==> config.mk <==
export PLATFORM = sky130hd
export DESIGN_NAME = nibble_serial_alu_seq
export DESIGN_NICKNAME = d
export VERILOG_FILES = /design/src/rtl/nibble_serial_alu_seq.sv
export SDC_FILE = /design/constraint.sdc
export NUM_CORES = 1
export LEC_CHECK = 0
export BUFFER_PORTS_ARGS = -buffer_cell sky130_fd_sc_hd__buf_2
export CORE_AREA = 2 2 70 89
export CTS_BUF_LIST = sky130_fd_sc_hd__clkbuf_4 sky130_fd_sc_hd__clkbuf_8 sky130_fd_sc_hd__clkbuf_16
export CTS_CLUSTER_SIZE = 12
export DETAILED_ROUTE_END_ITERATION = 12
export DIE_AREA = 0 0 72 91
export PLACE_DENSITY = 0.72
export SLEW_MARGIN = 20
export SYNTH_ARGS = -nofsm -noshare
export SYNTH_HDL_FRONTEND = slang
export SYNTH_SLANG_ARGS = --single-unit
export TNS_END_PERCENT = 20
==> constraint.sdc <==
create_clock -name clk -period 3.5 [get_ports clk]
set_input_delay 0.525 -clock clk [delete_from_list [all_inputs] [get_ports clk]]
set_output_delay 0.525 -clock clk [all_outputs]
set_load 0.01 [all_outputs]
==> src/rtl/nibble_serial_alu_seq.sv <==
// Area-reduced WIDTH-bit add/subtract: one shared 4-bit adder stepped LSB nibble first,
// with the inter-nibble carry held in a register; valid/ready on both sides.
module nibble_serial_alu_seq #(
    parameter int unsigned WIDTH = 16
) (
    input  logic             clk,
    input  logic             rst_n,
    input  logic             in_valid,
    output logic             in_ready,
    input  logic [WIDTH-1:0] op_a,
    input  logic [WIDTH-1:0] op_b,
    input  logic             sub,
    output logic             out_valid,
    input  logic             out_ready,
    output logic [WIDTH-1:0] result,
    output logic             carry,
    output logic             ovfl,
    output logic             zero
);

    localparam int unsigned NIBBLES = WIDTH / 4;
    localparam int unsigned CntW    = (NIBBLES > 1) ? $clog2(NIBBLES) : 1;

    if ((WIDTH % 4) != 0 || WIDTH < 4) begin : gen_width_check
        $error("nibble_serial_alu_seq: WIDTH must be a multiple of 4 and >= 4");
    end

    typedef enum logic [1:0] {StIdle, StRun, StDone} state_e;

    state_e            state_q;
    logic [WIDTH-1:0]  a_q;
    logic [WIDTH-1:0]  b_q;     // already inverted for subtract
    logic              c_q;
    logic [CntW-1:0]   cnt_q;

    logic [3:0]        a_nib;
    logic [3:0]        b_nib;
    logic [4:0]        nib_sum;
    logic [WIDTH-1:0]  result_nx;
    logic              last_nib;

    // Shared 4-bit full adder
    always_comb begin
        a_nib   = 4'(a_q >> {cnt_q, 2'b00});
        b_nib   = 4'(b_q >> {cnt_q, 2'b00});
        nib_sum = {1'b0, a_nib} + {1'b0, b_nib} + {4'b0000, c_q};
    end

    always_comb begin
        result_nx = result;
        for (int i = 0; i < int'(NIBBLES); i++) begin
            if (cnt_q == CntW'(i)) begin
                result_nx[4*i +: 4] = nib_sum[3:0];
            end
        end
        last_nib = (cnt_q == CntW'(NIBBLES - 1));
    end

    assign in_ready  = (state_q == StIdle);
    assign out_valid = (state_q == StDone);

    always_ff @(posedge clk) begin
        if (!rst_n) begin
            state_q <= StIdle;
            a_q     <= '0;
            b_q     <= '0;
            c_q     <= 1'b0;
            cnt_q   <= '0;
            result  <= '0;
            carry   <= 1'b0;
            ovfl    <= 1'b0;
            zero    <= 1'b0;
        end else begin
            unique case (state_q)
                StIdle: begin
                    if (in_valid) begin
                        a_q     <= op_a;
                        b_q     <= op_b ^ {WIDTH{sub}};
                        c_q     <= sub;
                        cnt_q   <= '0;
                        result  <= '0;
                        state_q <= StRun;
                    end
                end
                StRun: begin
                    result <= result_nx;
                    c_q    <= nib_sum[4];
                    if (last_nib) begin
                        cnt_q   <= '0;
                        carry   <= nib_sum[4];
                        ovfl    <= (a_q[WIDTH-1] == b_q[WIDTH-1]) &&
                                   (result_nx[WIDTH-1] != a_q[WIDTH-1]);
                        zero    <= (result_nx == '0);
                        state_q <= StDone;
                    end else begin
                        cnt_q <= cnt_q + 1'b1;
                    end
                end
                StDone: begin
                    if (out_ready) begin
                        state_q <= StIdle;
                    end
                end
                default: state_q <= StIdle;
            endcase
        end
    end

endmodule

Word-level counts from Yosys, hierarchy flattened
Index checks and enable logic that the tools add are counted.
- multiply operators: 0
- div/mod/pow operators: 0
- $add $sub $neg: 3
- multiplexer cells: 15
- magnitude comparators: 0
- shift-type cells: 2
- eq/ne operators: 10
- reduce and logical (&&, ||, !) cells: 9
- bitwise logic cells: 1
- operators with widths (cell ; count):
    case mux 16 bit (2 select lines) ; 1
    >> shifter 16 x 4 -> 4 bit ; 2
    zero test 16 bit ; 1
    two-way mux 16 bit ; 1
    two-way mux 4 bit ; 4
    XOR 16 bit ; 1
    two-way mux 2 bit ; 5
    == test 2 bit, second input constant ; 3
    case mux 2 bit (3 select lines) ; 1
    AND reduction 2 bit ; 3
    adder 4 x 4 -> 5 bit ; 1
    adder 5 x 1 -> 5 bit ; 1
    == test 2 x 1 -> 1 bit, second input constant ; 2
    zero test 2 bit ; 2
    inequality test 2 bit, second input constant ; 2
    case mux 2 bit (2 select lines) ; 1
    AND reduction 3 bit ; 1
    adder 2 x 1 -> 2 bit, second input constant ; 1
    inequality test 2 x 1 -> 1 bit, second input constant ; 1
    case mux 1 bit (2 select lines) ; 1
    nonzero test 2 bit ; 1
    == test 1 bit ; 1
    logical AND 1 bit ; 1
    two-way mux 1 bit ; 1
    inequality test 1 bit ; 1
- memory bits (writable): 0
- bits in latches: 0
- memories kept: 0
- bits of input ports: 37
- ROM bits: 0
- bits in registers: 56

Logic depth before layout (Yosys ltp)
- depth after elaboration: 6
- mapped depth: 9

Worst setup path after synthesis
OpenSTA, ideal clock, no wires.
- kind: register -> register
- start: register cnt_q[1]
- end: register zero
- cell stages (with the launch flop): 10
- period minus slack after synthesis: 2.527 ns
- path buffers: 1
- data arrival time: 2.461 ns
- slack: 0.973 ns
- path through: dfxtp_1 > clkbuf_1 > mux4_2 > inv_1 > fa_1 > fa_1 > nand3_1 > a222oi_1 > a31oi_1 > a21oi_2
- cells in the longest elaborated chain, start to end: 5
- elaborated cells on any way between the ends: 14
- classes of those cells: add/sub: 2; eq/ne: 3; shift: 2; mux: 4; reduce/logical: 3
- ends and longest elaborated chain (element ; line ; RTL):
    start, declared ; 34 ; logic [CntW-1:0] cnt_q;
    start signal, assigned ; 96 ; cnt_q <= cnt_q + 1'b1;
    >> shifter 16 x 4 -> 4 bit, on equally long branches ; 44, 45 ;
    adder 4 x 4 -> 5 bit ; 46 ; nib_sum = {1'b0, a_nib} + {1'b0, b_nib} + {4'b0000, c_q};
    adder 5 x 1 -> 5 bit ; 46 ;
    two-way mux 4 bit ; 52 ; if (cnt_q == CntW'(i)) begin
    zero test 16 bit ; 93 ; zero <= (result_nx == '0);
    end signal, assigned ; 93 ;
    end, declared ; 18 ; output logic zero
Several ways; a longest one is shown, not always the timed one.
A chain may end at the register's enable or synchronous reset.

Final worst setup path
- start: register cnt_q[0]
- end: register zero
Same word-level chain as after synthesis.

==> metrics.txt <==
# TYPE chip_impl_metric gauge
chip_impl_metric{name="holdBufCountCts",unit=""} 0
chip_impl_metric{name="cap_violations",unit=""} 0
chip_impl_info{name="final_cell_mix",value="57 x sky130_fd_sc_hd__buf_2, 56 x sky130_fd_sc_hd__dfxtp_1, 54 x sky130_fd_sc_hd__nand2_1"} 1
chip_impl_info{name="status",value="finished clean"} 1
chip_impl_info{name="rr_startpoint",value="cnt_q[0]"} 1
chip_impl_metric{name="power.static_leakage",unit="nW"} 1.429
chip_impl_metric{name="grt_max_degree",unit=""} 58
chip_impl_info{name="path_common_cell",value="sky130_fd_sc_hd__fa_1"} 1
chip_impl_info{name="critical_path.cell_chain",value="buf_4, mux4_2, inv_1, fa_1, fa_1, nand3_1, a222oi_1, a31oi_1, a21oi_2"} 1
chip_impl_metric{name="portBuffers",unit=""} 57
chip_impl_info{name="path_delay_family",value="adder cells"} 1
chip_impl_metric{name="drcViolationCount",unit=""} 0
chip_impl_info{name="clock_tree.root_cell",value="sky130_fd_sc_hd__clkbuf_8"} 1
chip_impl_metric{name="post_cts.repair.setup_buffers",unit=""} 0
chip_impl_metric{name="min_period",unit="ns"} 2.680
chip_impl_metric{name="totalWireLength",unit="mm"} 5.907
chip_impl_info{name="ys.flop_type",value="sky130_fd_sc_hd__dfxtp_1"} 1
chip_impl_metric{name="cts_made_buffers",unit=""} 5
chip_impl_info{name="top_layer_used",value="met4"} 1
chip_impl_metric{name="die_height",unit="microns"} 91
chip_impl_info{name="unrepaired_setup_endpoints_after_global_routing",value="false"} 1
chip_impl_metric{name="timing.critical_path.buf_inv",unit=""} 2
chip_impl_metric{name="critPathMaxStageDelay",unit="ns"} 0.60
chip_impl_metric{name="std_cell_rows",unit=""} 31
chip_impl_metric{name="timing.final.hold_violations",unit=""} 0
chip_impl_info{name="timing.rr.end",value="zero"} 1
chip_impl_metric{name="clock_skew",unit="ns"} 0.009098
chip_impl_metric{name="routabilityCongestion",unit=""} 0.8011
chip_impl_metric{name="non_filler_instances",unit=""} 410
chip_impl_metric{name="worstSkewPairLatency",unit="ns"} 0.31
chip_impl_metric{name="routed-wl-met2",unit="mm"} 3.064
chip_impl_metric{name="fp.coreArea",unit="sq mm"} 0.005702
chip_impl_metric{name="ir_worst_vdd",unit="uV"} 179.2
chip_impl_metric{name="area_growth_syn_to_layout",unit="%"} 13.75
chip_impl_info{name="layout_commonest_cell",value="sky130_fd_sc_hd__buf_2"} 1
chip_impl_metric{name="starting_drc_count_in_detailed_routing",unit=""} 162
chip_impl_metric{name="boundaryPins",unit=""} 58
chip_impl_metric{name="globalRoute.totalOverflow",unit=""} 0
chip_impl_metric{name="grt_pass1_vias",unit=""} 2226
chip_impl_metric{name="worstPathMaxFanout",unit=""} 6
chip_impl_metric{name="syn_area",unit="sq mm"} 0.002775
chip_impl_metric{name="grt.total_usage",unit="%"} 19.68
chip_impl_metric{name="antenna_cells",unit=""} 0
chip_impl_metric{name="deepest_level_of_the_cts_h_tree",unit=""} 2
chip_impl_metric{name="fin_tns_setup",unit="ns"} 0
chip_impl_metric{name="max-slew-margin-rel",unit="%"} 43.54
chip_impl_metric{name="drt.antenna.violating_nets",unit=""} 0
chip_impl_metric{name="drive_gt1_share",unit="%"} 22.97
chip_impl_metric{name="worst_reg_to_reg_setup_slack",unit="ns"} 0.82
chip_impl_metric{name="route.detailed.wl_per_inst",unit="microns"} 14.41
chip_impl_info{name="critical_path.startpoint_type",value="flop"} 1
chip_impl_info{name="hold_class",value="in -> reg"} 1
chip_impl_metric{name="timing.fmax",unit="MHz"} 373.1
chip_impl_metric{name="postSynthCellCount",unit=""} 299
chip_impl_metric{name="yosysWarnings",unit=""} 0
chip_impl_metric{name="post_cts.resized_instances",unit=""} 0
chip_impl_metric{name="cp.required",unit="ns"} 3.76
chip_impl_metric{name="synth.yosys.seq_area_share",unit="%"} 40.40
chip_impl_metric{name="worstPathArrival",unit="ns"} 2.94
chip_impl_metric{name="min_path_cells",unit=""} 3
chip_impl_metric{name="ys_types",unit=""} 40
chip_impl_metric{name="detail_route.first_pass.iterations",unit=""} 4
chip_impl_info{name="worstSetupEndpointType",value="flop"} 1
chip_impl_info{name="critical_setup_path_kind",value="reg -> reg"} 1
chip_impl_metric{name="synthesis.nets",unit=""} 345
chip_impl_metric{name="post_synth_edffs",unit=""} 0
chip_impl_metric{name="avgSynthCellArea",unit="sq um"} 9.281
chip_impl_metric{name="finalNetCount",unit=""} 389
chip_impl_metric{name="synthArstFlopShare",unit="%"} 0
chip_impl_metric{name="synth_seq_cells",unit=""} 56
chip_impl_metric{name="ctsLongestPathBuffers",unit=""} 2
chip_impl_info{name="holdCritStartpoint",value="op_a[1]"} 1
chip_impl_metric{name="cts_sinks",unit=""} 56
chip_impl_metric{name="place.detailed.hpwl",unit="mm"} 4.343
chip_impl_metric{name="final.period_utilization",unit="%"} 76.58
chip_impl_metric{name="floorplan.initialDensity",unit="%"} 48.67
chip_impl_metric{name="power_density",unit="mW/mm^2"} 404.8
chip_impl_metric{name="grt_first_pass_wirelength",unit="mm"} 10.32
chip_impl_info{name="tritoncts_clock_tree",value="done"} 1
chip_impl_metric{name="met3_wirelength",unit="microns"} 205
chip_impl_metric{name="routed_via_count",unit=""} 2225
chip_impl_metric{name="post_drt_via_cell_ratio",unit=""} 5.427
chip_impl_info{name="hold_end",value="a_q[1]"} 1
chip_impl_metric{name="final_max_slew_viol_count",unit=""} 0
chip_impl_metric{name="post-place-cells",unit=""} 402
chip_impl_metric{name="grt_antenna_before_repair",unit=""} 0
chip_impl_metric{name="reg2regPathDepth",unit=""} 9
chip_impl_metric{name="filler_cell_count",unit=""} 558
chip_impl_metric{name="fp.dieW",unit="microns"} 72
chip_impl_metric{name="routedLengthMet1",unit="mm"} 2.541
chip_impl_metric{name="worst_pin_slew",unit="ns"} 0.8469
chip_impl_metric{name="floorplan.die_area",unit="sq mm"} 0.006552
chip_impl_metric{name="clk_transition_reported_paths",unit="ns"} 0.10
chip_impl_info{name="cell_with_the_biggest_individual_delay_on_the_critical_path",value="sky130_fd_sc_hd__fa_1"} 1
chip_impl_metric{name="setup_viol",unit=""} 0
[how the worst max path moves through the flow]
stage,from,end,slack (ns),depth (start not counted)
final,cnt_q[0],zero,0.82,9
after global placement,cnt_q[0],zero,0.90,9
after detailed placement,cnt_q[0],zero,0.82,9
after CTS,cnt_q[0],zero,0.81,9
after global routing,cnt_q[0],zero,0.60,9
after floorplan,cnt_q[1],zero,0.97,9
[worst min-delay path, delay by kind of cell]
kind | cells | cell delay [ns]
AOI/OAI and AO/OA | 1 | 0.06
buffers and inverters | 1 | 0.09
and+or+nand+nor | 1 | 0.04
[cells by family (layout without fill, tap and decap cells)]
family          count (synthesis)  after routing  share of synthesized area, %
compound gates                 72             72                         20.51
fa+ha+maj                       9              9                         4.599
buf+inv                        32             77                         4.689
xor+xnor                       17             17                         5.365
mux                             8              8                         6.492
flops                          56             56                         40.40
simple gates                  105            105                         17.94
[metal layers]
metal,track usage (%),vias up
met5,0,-
met4,6.918,0
met3,3.441,8
met2,34.80,51
met1,23.49,1043
li1,-,1123
[Yosys cell counts (6+ instances only)]
cell / count / share of area [%]
sky130_fd_sc_hd__nand2_1: 54 / 7.3
sky130_fd_sc_hd__o21ai_0: 6 / 1.1
sky130_fd_sc_hd__xnor2_1: 16 / 5.0
sky130_fd_sc_hd__mux4_2: 8 / 6.5
sky130_fd_sc_hd__nor2b_1: 17 / 3.8
sky130_fd_sc_hd__a22oi_1: 11 / 3.0
sky130_fd_sc_hd__ha_1: 7 / 3.2
sky130_fd_sc_hd__dfxtp_1: 56 / 40
sky130_fd_sc_hd__a21boi_0: 21 / 5.7
sky130_fd_sc_hd__o211a_1: 16 / 5.8
sky130_fd_sc_hd__nor2_1: 11 / 1.5
sky130_fd_sc_hd__clkbuf_1: 15 / 2.0
sky130_fd_sc_hd__inv_1: 9 / 1.2
sky130_fd_sc_hd__buf_2: 8 / 1.4
[where the power goes]
| part | internal, mW | switching [mW] |
|---|---|---|
| logic | 0.110 | 0.124 |
| clock network | 0.140 | 0.208 |
| registers | 0.672 | 0.0234 |
| total | 0.922 | 0.356 |
[sequential cells by signal, indices dropped and copies added (netlist names)]
register / cells
a_q: 16
b_q: 16
c_q: 1
carry: 1
cnt_q: 2
ovfl: 1
result: 16
state_q: 2
zero: 1
[stage by stage]
stage	hold WS [ns]	worst slack [ns]	util [%]	cell area [sq um]	total power [mW]
after floorplan	0.4402	0.9726	-	2775	0.8795
after global placement	0.4565	0.9019	53.83	3069	0.9388
after detailed placement	0.4611	0.8217	53.83	3069	0.9453
after CTS	0.4485	0.8062	55.37	3157	1.291
after global routing	0.4525	0.5955	55.37	3157	1.347
final	0.4554	0.8195	55.37	3157	1.278
[area by class of cell]
| type | count | area (sq um) | share of cell area, % |
|---|---|---|---|
| well taps | 66 | 82.58 | 2.616 |
| multi-input cells | 211 | 1524 | 48.28 |
| clock inverters | 3 | 18.77 | 0.5945 |
| inverters | 9 | 33.78 | 1.070 |
| clock buffers | 5 | 68.82 | 2.180 |
| repair buffers | 60 | 307.8 | 9.750 |
| flip-flops and latches | 56 | 1121 | 35.51 |
(Power assumes the default switching activity.)
